--- config.mk ---
export PLATFORM = sky130hd
export DESIGN_NAME = ifu_fetch
export DESIGN_NICKNAME = d
export VERILOG_FILES = /design/src/rtl/ifu_fetch_pkg.sv /design/src/rtl/ifu_fetch.sv
export SDC_FILE = /design/constraint.sdc
export NUM_CORES = 1
export LEC_CHECK = 0
export CAP_MARGIN = 20
export CORE_ASPECT_RATIO = 1.25
export CORE_MARGIN = 1
export CORE_UTILIZATION = 45
export DETAILED_ROUTE_END_ITERATION = 12
export PLACE_DENSITY = 0.9
export SLEW_MARGIN = 0
export SYNTH_ARGS = -nofsm -noshare
export SYNTH_HDL_FRONTEND = slang
export SYNTH_SLANG_ARGS = --single-unit
--- constraint.sdc ---
create_clock -name clk -period 1.9 [get_ports clk]
set_input_delay 0.19 -clock clk [delete_from_list [all_inputs] [get_ports clk]]
set_output_delay 0.19 -clock clk [all_outputs]
set_load 0.02 [all_outputs]
--- src/rtl/ifu_fetch_pkg.sv ---
// Shared definitions for the instruction fetch stage.
//   - widths (PC/address, instruction, imem read bus)
//   - reset PC and the NOP placed in the instruction register after reset
//   - FSM state encoding (2-bit)
//   - packed record describing one fetched instruction (inst / pc / fault)
package ifu_fetch_pkg;

  localparam int IFU_XLEN   = 64;
  localparam int IFU_INST_W = 32;
  localparam int IFU_BUS_W  = 64;

  localparam logic [IFU_XLEN-1:0]   IFU_PC_RST   = '0;
  localparam logic [IFU_INST_W-1:0] IFU_INST_NOP = 32'h0000_0013;  // addi x0,x0,0

  typedef enum logic [1:0] {
    S_REQ  = 2'd0,  // issue read for pc_i
    S_WAIT = 2'd1,  // read outstanding, result wanted
    S_HOLD = 2'd2,  // instruction presented to decode
    S_DROP = 2'd3   // read outstanding, result flushed
  } state_t;

  typedef struct packed {
    logic [IFU_INST_W-1:0] inst;
    logic [IFU_XLEN-1:0]   pc;
    logic                  fault;
  } ifu_inst_t;

endpackage

--- src/rtl/ifu_fetch.sv ---
// Instruction fetch stage, directly downstream of the PC register.
// Reads one aligned 64-bit beat per PC, picks the 32-bit half addressed by
// pc[2], hands it to decode over valid/ready and pulses pc_adv_o on accept.
// At most one imem read is in flight; a flush while it is in flight turns it
// into a drop so the late response is swallowed.
// Ports:
//   clk, rst            clock (rising edge), async active-low reset
//   pc_i / pc_adv_o     current PC in, 1-cycle "advance PC" pulse out
//   redirect_i          flush from execute (PC register reloads same cycle)
//   imem_req_*          read request (valid/ready, aligned address)
//   imem_rsp_*          read response (valid, data, access fault)
//   inst_*              instruction to decode (valid/ready, inst, pc, fault)
module ifu_fetch
  import ifu_fetch_pkg::*;
#(
  parameter int XLEN   = IFU_XLEN,
  parameter int INST_W = IFU_INST_W,
  parameter int BUS_W  = IFU_BUS_W
) (
  input  logic              clk,
  input  logic              rst,
  input  logic [XLEN-1:0]   pc_i,
  output logic              pc_adv_o,
  input  logic              redirect_i,
  output logic              imem_req_valid_o,
  input  logic              imem_req_ready_i,
  output logic [XLEN-1:0]   imem_req_addr_o,
  input  logic              imem_rsp_valid_i,
  input  logic [BUS_W-1:0]  imem_rsp_data_i,
  input  logic              imem_rsp_err_i,
  output logic              inst_valid_o,
  input  logic              inst_ready_i,
  output logic [INST_W-1:0] inst_o,
  output logic [XLEN-1:0]   inst_pc_o,
  output logic              inst_fault_o
);

  state_t              state_q, state_d;
  logic [XLEN-1:0]     pc_q, pc_d;
  logic [XLEN-1:0]     inst_pc_q, inst_pc_d;
  logic [INST_W-1:0]   inst_q, inst_d;
  logic                fault_q, fault_d;
  logic                pc_misaligned;

  assign pc_misaligned   = |pc_i[1:0];
  assign imem_req_addr_o = {pc_i[XLEN-1:3], 3'b000};
  assign inst_valid_o    = (state_q == S_HOLD);
  assign inst_o          = inst_q;
  assign inst_pc_o       = inst_pc_q;
  assign inst_fault_o    = fault_q;

  always_comb begin
    state_d          = state_q;
    pc_d             = pc_q;
    inst_d           = inst_q;
    inst_pc_d        = inst_pc_q;
    fault_d          = fault_q;
    imem_req_valid_o = 1'b0;
    pc_adv_o         = 1'b0;
    case (state_q)
      S_REQ: begin
        if (!redirect_i) begin
          if (pc_misaligned) begin
            // Misaligned PC never reaches memory; report it as a faulting slot.
            inst_d    = '0;
            fault_d   = 1'b1;
            inst_pc_d = pc_i;
            state_d   = S_HOLD;
          end else begin
            imem_req_valid_o = 1'b1;
            if (imem_req_ready_i) begin
              pc_d    = pc_i;
              state_d = S_WAIT;
            end
          end
        end
      end
      S_WAIT: begin
        if (redirect_i) begin
          // Response arriving with the flush is simply dropped; otherwise
          // it is still owed to us and must be swallowed later.
          state_d = imem_rsp_valid_i ? S_REQ : S_DROP;
        end else if (imem_rsp_valid_i) begin
          inst_d    = pc_q[2] ? imem_rsp_data_i[2*INST_W-1:INST_W]
                              : imem_rsp_data_i[INST_W-1:0];
          fault_d   = imem_rsp_err_i;
          inst_pc_d = pc_q;
          state_d   = S_HOLD;
        end
      end
      S_DROP: begin
        if (imem_rsp_valid_i) state_d = S_REQ;
      end
      S_HOLD: begin
        // Flush wins over a same-cycle accept: the PC register is taking the
        // redirect target, so it must not also see an advance.
        if (redirect_i) begin
          state_d = S_REQ;
        end else if (inst_ready_i) begin
          pc_adv_o = 1'b1;
          state_d  = S_REQ;
        end
      end
      default: state_d = S_REQ;
    endcase
    // State already sits in S_REQ during reset; keep strobes quiet regardless.
    if (!rst) begin
      imem_req_valid_o = 1'b0;
      pc_adv_o         = 1'b0;
    end
  end

  always_ff @(posedge clk or negedge rst) begin
    if (!rst) begin
      state_q   <= S_REQ;
      pc_q      <= IFU_PC_RST;
      inst_q    <= IFU_INST_NOP;
      inst_pc_q <= '0;
      fault_q   <= 1'b0;
    end else begin
      state_q   <= state_d;
      pc_q      <= pc_d;
      inst_q    <= inst_d;
      inst_pc_q <= inst_pc_d;
      fault_q   <= fault_d;
    end
  end

  // Responses are only legal while a read is outstanding.
  ap_no_stray_rsp: assert property (@(posedge clk) disable iff (!rst)
    imem_rsp_valid_i |-> (state_q == S_WAIT || state_q == S_DROP));

  // A stalled request holds its address unless flushed.
  ap_req_stable: assert property (@(posedge clk) disable iff (!rst)
    (imem_req_valid_o && !imem_req_ready_i) |=>
      (redirect_i || (imem_req_valid_o && $stable(imem_req_addr_o))));

endmodule
Word level (Yosys, flattened, before mapping)
Index checks and enable logic that the tools add are counted.
{"block": "totals", "register_bits": 163, "latch_bits": 0, "ramBits": 0, "mem_bits_ro": 0, "in_bits": 135, "out_inout_bits": 164, "word_cells": 58, "memories": 0}
{"block": "classes", "addsub": 0, "n_mul": 0, "n_div": 0, "magnitude_cmp": 0, "eq_ne": 11, "n_shift": 0, "mux": 34, "bitwise": 2, "reduce_logical": 6}
{"operator": "$mux W64", "n": 4}
{"operator": "$mux W32", "n": 5}
{"operator": "$pmux W64 S2", "n": 1}
{"operator": "$pmux W32 S2", "n": 1}
{"operator": "$mux W2", "n": 9}
{"operator": "$mux W1", "n": 12}
{"operator": "$ne A2 B2 Y1 const B", "n": 5}
{"operator": "$reduce_and A5 Y1", "n": 2}
{"operator": "$pmux W2 S4", "n": 1}
{"operator": "$ne A3 B3 Y1 const B", "n": 2}
{"operator": "$eq A2 B2 Y1 const B", "n": 2}
{"operator": "$reduce_and A4 Y1", "n": 1}
{"operator": "$ne A3 B2 Y1 const B", "n": 1}
{"operator": "$eq A2 B1 Y1 const B", "n": 1}
{"operator": "$logic_not A2 Y1", "n": 1}
{"operator": "$not A1 Y1", "n": 2}
{"operator": "$pmux W1 S2", "n": 1}
{"operator": "$reduce_bool A2 Y1", "n": 1}
{"operator": "$reduce_or A2 Y1", "n": 1}

Logic depth before layout (Yosys ltp)
Gate-level depths: netlist of run 1.
{"block": "depth", "depth_word": 5, "mapped_depth": 6, "mapped_depth_nobuf": 3}

Worst setup path before layout of run 1
OpenSTA, ideal clock, no wires.
{"block": "synth_timing", "path_kind": "flip-flop to flip-flop", "from": "reg state_q[1]", "to": "reg inst_pc_q[40] (netlist: inst_pc_o[40])", "setup_time_ns": 0.128, "arrival_ns": 1.605, "required_time_ns": 1.772, "slack_ns": 0.167, "path_stages_with_launch": 7, "path_buffers": 3, "period_less_slack_ns": 1.733, "path_cell_list": "dfrtp_1 buf_2 nor2b_1 buf_2 buf_2 mux2_2 mux2_1"}
{"block": "synth_via", "elab_chain_len": 3, "elab_cells_between_ends": 9, "cone_classes": "eq/ne (5); mux (1); reduce/logical (3)"}
{"element": "start: declaration", "line_no": "ifu_fetch.sv:38", "rtl": "state_t state_q, state_d;"}
{"element": "start signal: assignment", "line_no": "ifu_fetch.sv:121", "rtl": "state_q <= state_d;"}
{"element": "$eq A2 B1 Y1 / $logic_not A2 Y1 (equally long branches)", "line_no": "ifu_fetch.sv:60", "rtl": "case (state_q)"}
{"element": "$ne A2 B2 Y1 (no source line) / $reduce_bool A2 Y1 (equally long branches)"}
{"element": "$reduce_and A5 Y1 (no source line)"}
{"element": "end signal: assignment", "line_no": "ifu_fetch.sv:124", "rtl": "inst_pc_q <= inst_pc_d;"}
{"element": "end: declaration", "line_no": "ifu_fetch.sv:40", "rtl": "logic [XLEN-1:0] inst_pc_q, inst_pc_d;"}
Several ways; a longest one is shown, not always the timed one.
A chain may end at the register's enable or synchronous reset.

Worst setup path in the final report of run 1
{"block": "layout_timing", "from": "reg state_q[0]", "to": "reg inst_pc_q[43] (netlist: inst_pc_o[43])"}
The elaborated chain is that of the path after synthesis.

==> impl_metrics.json, run 1 <==
{
  "finalInstanceArea_um2": 11400,
  "clockBufferDepth": 2,
  "yosys_warnings": 0,
  "multiInputGateArea_um2": 3120,
  "hold_class": "in2async",
  "ir_drop_v": 0.000652,
  "slowest_delay_ps": 470,
  "instances_no_fill": 1053,
  "grt_max_degree": 60,
  "cts_tree": "done",
  "finalCriticalPeriod_ps": 1780,
  "regArea_um2": 4090,
  "wl_per_cell_um": 17.5,
  "ys.flop_type": "dfrtp_1",
  "synth_common_cells": "mux2_2, dfrtp_1, buf_4, nor2_1, mux2i_1",
  "fp-row-count": 53,
  "syn_to_final_growth_pct": 45.6,
  "synth.avg_cell_area_um2": 13.8,
  "start_util_pct": 46.3,
  "crit_family": "multiplexers",
  "path_max_fanout": 36,
  "dr.pass1.iters": 6,
  "clk_latency_ps": 420,
  "worst_setup_path_end_kind": "register",
  "slowest_stage": "dfrtp_1",
  "die_area_um2": 17900,
  "drive_gt1_share_pct": 35.0,
  "finalSetupViolations": 0,
  "cp_data_arrival_time_ps": 2070,
  "grtUsageTotal_pct": 20.8,
  "rsz0062_at_grt": "no",
  "drt_iter0_drc": 168,
  "cts_max_level": 4,
  "crit_chain": "nor2b_4 -> buf_12 -> mux2_2 -> mux2_1",
  "cp.required_ps": 2190,
  "numCtsBuffers": 17,
  "max_freq_mhz": 562,
  "yosys.area.top_type_share_pct": 51.2,
  "p_leak_nw": 4.82,
  "num_vias": 5317,
  "gp_congestion": 0.771,
  "io_buffer_count": 295,
  "fp.dieW_um": 120,
  "yosys-top-cells-area": "dfrtp_1, mux2_2, buf_4",
  "avgViaCountPerCell": 5.05,
  "path_clk_slew_ps": 70,
  "crit_type": "reg2reg",
  "cp-start-kind": "register",
  "ioPinCount": 299,
  "skew_ps": 11.8,
  "layout_worst_path_cycle_share_pct": 93.7,
  "netlist_area_um2": 7820,
  "synthCells": 567,
  "grt_antenna_before_repair": 1,
  "overflow": 0,
  "synth_seq_cells": 163,
  "status": "completed",
  "post_cts_buffers": 0,
  "finalNetCount": 954,
  "grt_pass1_vias": 5425,
  "drc_errors": 0,
  "die-height_um": 149,
  "hold_viol_final": 0,
  "powerDensity_nw_per_um2": 1020,
  "antenna_left": 0,
  "grt_pass1_wl_um": 28700,
  "cts_root_buffer": "clkbuf_16",
  "max_cap_violations": 0,
  "slew_violations": 0,
  "async_flop_share_pct": 100,
  "place_area_um2": 10800,
  "synth-edff-count": 0,
  "wirelength_um": 18400,
  "core_area_um2": 16900,
  "worst-path-buf-inv": 1,
  "synth_top_area_cell": "dfrtp_1",
  "synth_cell_type_count": 25,
  "fillCellCount": 1214,
  "synth.most_common_cell": "mux2_2",
  "worst_slew_pin_slew_ps": 750,
  "slew_headroom_pct": 50.0,
  "cts_sinks": 163,
  "dp.cells": 1019,
  "dpl.hpwl_um": 13500,
  "yosysSeqAreaShare_pct": 52.2
}
## worst min-delay path, cell delays in order
cell	delay, ps
dlygate4sd3_1	610
buf_6	130
buf_6	220
## state kept, by name (all words and copies together), names as in the netlist
name and count:
inst_fault_o 1, inst_o 32, inst_pc_o 64, pc_q 64, state_q 2
## path summary, 6_finish.rpt
| kind | slack [ps] | start | cells after the start | to |
|---|---|---|---|---|
| worst max-delay path | 120 | state_q[0] | 4 | inst_pc_o[43] |
| worst min-delay path | 360 | rst | 3 | inst_pc_o[5] |
| worst max register to register | 120 | state_q[0] | 4 | inst_pc_o[43] |
| worst min register to register | 490 | pc_q[1] | 1 | pc_q[1] |
| max in group asynchronous | 430 | rst | 4 | pc_q[43] |
| min in group clk | 390 | imem_rsp_err_i | 2 | inst_fault_o |
## cells by family (layout without fill, tap and decap cells)
logic type             after synthesis  count (layout)  synth area share (%)
AO/OA/AOI/OAI                        6               6                 0.496
other                                1               4                0.0479
buffers and inverters               98             361                  8.33
multiplexers                       254             254                  36.1
flip-flops                         163             163                  52.2
AND/OR/NAND/NOR                     45              45                  2.88
## cell usage in the layout, fill, tap and decap left out, drive strengths merged, types with 2 or more instances in the layout
cell	n
and2	2
buf	34
clkbuf	20
clkdlybuf4s50	291
clkinv	3
clkinvlp	5
conb	3
dfrtp	160
dfstp	3
inv	5
mux2	222
mux2i	32
nor2	33
nor2b	3
o21ai	2
## timing repair
item	CTS	global route
hold endpoints to repair	50	0
pin swaps	0	0
resized for setup	3	4
setup endpoints to repair	2	2
hold buffers	1	0
## cell type report
class / count / share of cell area, %
timing repair buffer: 328 / 29.4
sequential: 163 / 35.9
tap: 220 / 2.42
multi-input combinational: 308 / 27.4
antenna: 1 / 0.0220
inverter: 1 / 0.0330
clock inverter: 13 / 1.10
clock buffer: 19 / 3.80
## stage by stage
step	setup TNS, ps	hold WS (ps)	power [mW]	util (%)	setup WS, ps
4_1_cts	0	373	11.7	67.3	4.87
3_3_place_gp	-6450	188	8.27	64.0	-101
2_1_floorplan	0	-106	6.65	-	167
3_5_place_dp	-7980	191	8.40	64.0	-112
5_1_grt	0	373	12.1	67.3	48.3
6_report	0	364	11.6	67.4	119
## routing by layer
metal / global-route usage, % / wire length (µm) / vias to the layer above
li1: - / - / 2431
met1: 23.7 / 7060 / 2638
met2: 36.7 / 9660 / 215
met3: 5.41 / 1210 / 33
met4: 8.50 / 445 / 0
met5: 0 / 0 / -
## power by group
part | switching [mW] | leakage, nW | internal [mW]
Sequential | 0.455 | 2.01 | 4.29
Combinational | 1.51 | 2.56 | 2.06
Clock | 1.44 | 0.257 | 1.82
(Power assumes the default switching activity.)
==> run 2, diff against run 1 <==
clock period = 2 ns   (was 1.9 ns; I/O delays follow)
==> run 2 against run 1 <==
Flip-flop and latch count stayed put. Total power down 2.2%. Worst hold slack better by 31 ps. Critical path depth down 1. Sequential share of layout area barely moved. Clock power increased by 5%. Non-clock buffer count decreased by 1. Die area unchanged.
==> impl_metrics.json, run 2 (same netlist as run 1, synthesis figures left out) <==
{
  "status": "completed",
  "crit_family": "flip-flops",
  "drt_iter0_drc": 133,
  "ir_drop_v": 0.000605,
  "antenna_left": 0,
  "multiInputGateArea_um2": 3120,
  "die_area_um2": 17900,
  "hold_viol_final": 0,
  "wl_per_cell_um": 17.3,
  "finalCriticalPeriod_ps": 1910,
  "endpoint": "pc_adv_o",
  "cts_root_buffer": "clkbuf_16",
  "cp.required_ps": 1800,
  "core_area_um2": 16900,
  "grt_pass1_vias": 5611,
  "tns_ps": 0,
  "layout_commonest_cell": "clkdlybuf4s50_1",
  "final_cell_mix": "clkdlybuf4s50_1, mux2_2, dfrtp_1",
  "whs_path_depth": 2,
  "path_clk_slew_ps": 60,
  "overflow": 0,
  "slowest_delay_ps": 470,
  "cp-start-kind": "register",
  "clk_latency_ps": 410,
  "r2r_cells": 6,
  "cp-startpoint": "state_q[0]",
  "dpl.hpwl_um": 13400,
  "worst_setup_path_end_kind": "output port",
  "numCtsBuffers": 17,
  "rsz0062_at_grt": "no",
  "regArea_um2": 4080,
  "post_cts_buffers": 0,
  "max_cap_violations": 0,
  "fp-row-count": 53,
  "worst_slew_pin_slew_ps": 884,
  "p_leak_nw": 4.85,
  "die-height_um": 149,
  "grt_max_degree": 72,
  "crit_type": "reg2out",
  "cts_tree": "done",
  "path_max_fanout": 7,
  "wirelength_um": 18200,
  "fillCellCount": 1221,
  "num_vias": 5263,
  "io_buffer_count": 295,
  "drive_gt1_share_pct": 34.4,
  "dr.pass1.iters": 4,
  "worst-path-buf-inv": 1,
  "slew_violations": 0,
  "utilization_pct": 67.3,
  "max_freq_mhz": 523,
  "n_antenna_cell": 0,
  "start_util_pct": 46.3,
  "slew_headroom_pct": 41.1,
  "skew_ps": 10.1,
  "cts_max_level": 4,
  "powerDensity_nw_per_um2": 994,
  "r2r-end": "inst_o[3]",
  "grt_antenna_before_repair": 0,
  "drc_errors": 0,
  "reg2reg_slack_ps": 150,
  "layout_worst_path_cycle_share_pct": 95.5,
  "clockBufferDepth": 2,
  "cp_data_arrival_time_ps": 1710,
  "grt_pass1_wl_um": 28900,
  "finalNetCount": 953,
  "slowest_stage": "dfrtp_1",
  "avgViaCountPerCell": 5.02,
  "fp.dieW_um": 120,
  "syn_to_final_growth_pct": 45.5,
  "path_depth": 3,
  "ioPinCount": 299,
  "cts_sinks": 163,
  "gp_congestion": 0.771,
  "crit_chain": "nor2b_1 -> and4b_1 -> dlygate4sd2_1",
  "r2r_start": "state_q[0]",
  "hold_class": "in2reg",
  "grtUsageTotal_pct": 20.8,
  "finalSetupViolations": 0
}
[run 2: area by class of cell]
class	instances	share of cell area, %
multi-input combinational	308	27.4
clock inverter	10	1.52
clock buffer	20	3.92
tap	220	2.42
timing repair buffer	327	28.9
sequential	163	35.9
inverter	1	0.0330
[run 2: layer usage]
metal	routed length, µm	up-vias	track usage [%]
li1	-	2424	-
met1	7090	2605	23.9
met2	9500	207	37.2
met3	1150	27	4.95
met4	444	0	8.31
met5	0	-	0
[run 2: worst min-delay path by stage]
stage | startpoint | to | slack [ps]
2_1_floorplan | rst | inst_fault_o | -100
3_5_place_dp | rst | pc_q[61] | 250
3_3_place_gp | rst | pc_q[61] | 250
4_1_cts | imem_rsp_err_i | inst_fault_o | 380
6_report | imem_rsp_err_i | inst_fault_o | 390
5_1_grt | imem_rsp_err_i | inst_fault_o | 400
[run 2: through the flow]
stage / power (mW) / instance area, µm² / hold slack (ps) / cells / setup slack, ps
global placement: 7.83 / 10800 / 251 / 1018 / 2.81
detailed placement: 7.96 / 10800 / 252 / 1018 / -43.8
CTS: 11.4 / 11400 / 375 / 1049 / 65.3
finish: 11.3 / 11400 / 394 / 1049 / 89.1
global route: 11.8 / 11400 / 402 / 1049 / 11.7
floorplan: 6.31 / 7830 / -95.6 / 569 / 267
[run 2: repair_timing]
| item | in CTS | in global routing |
|---|---|---|
| resized for setup | 2 | 3 |
| hold endpoints to repair | 30 | 0 |
| hold buffers | 1 | 0 |
| setup endpoints to repair | 2 | 2 |
[run 2: report_power, final]
group,switching (mW),internal [mW]
Sequential,0.440,4.07
Clock,1.29,2.13
Combinational,1.44,1.94
Total,3.18,8.14
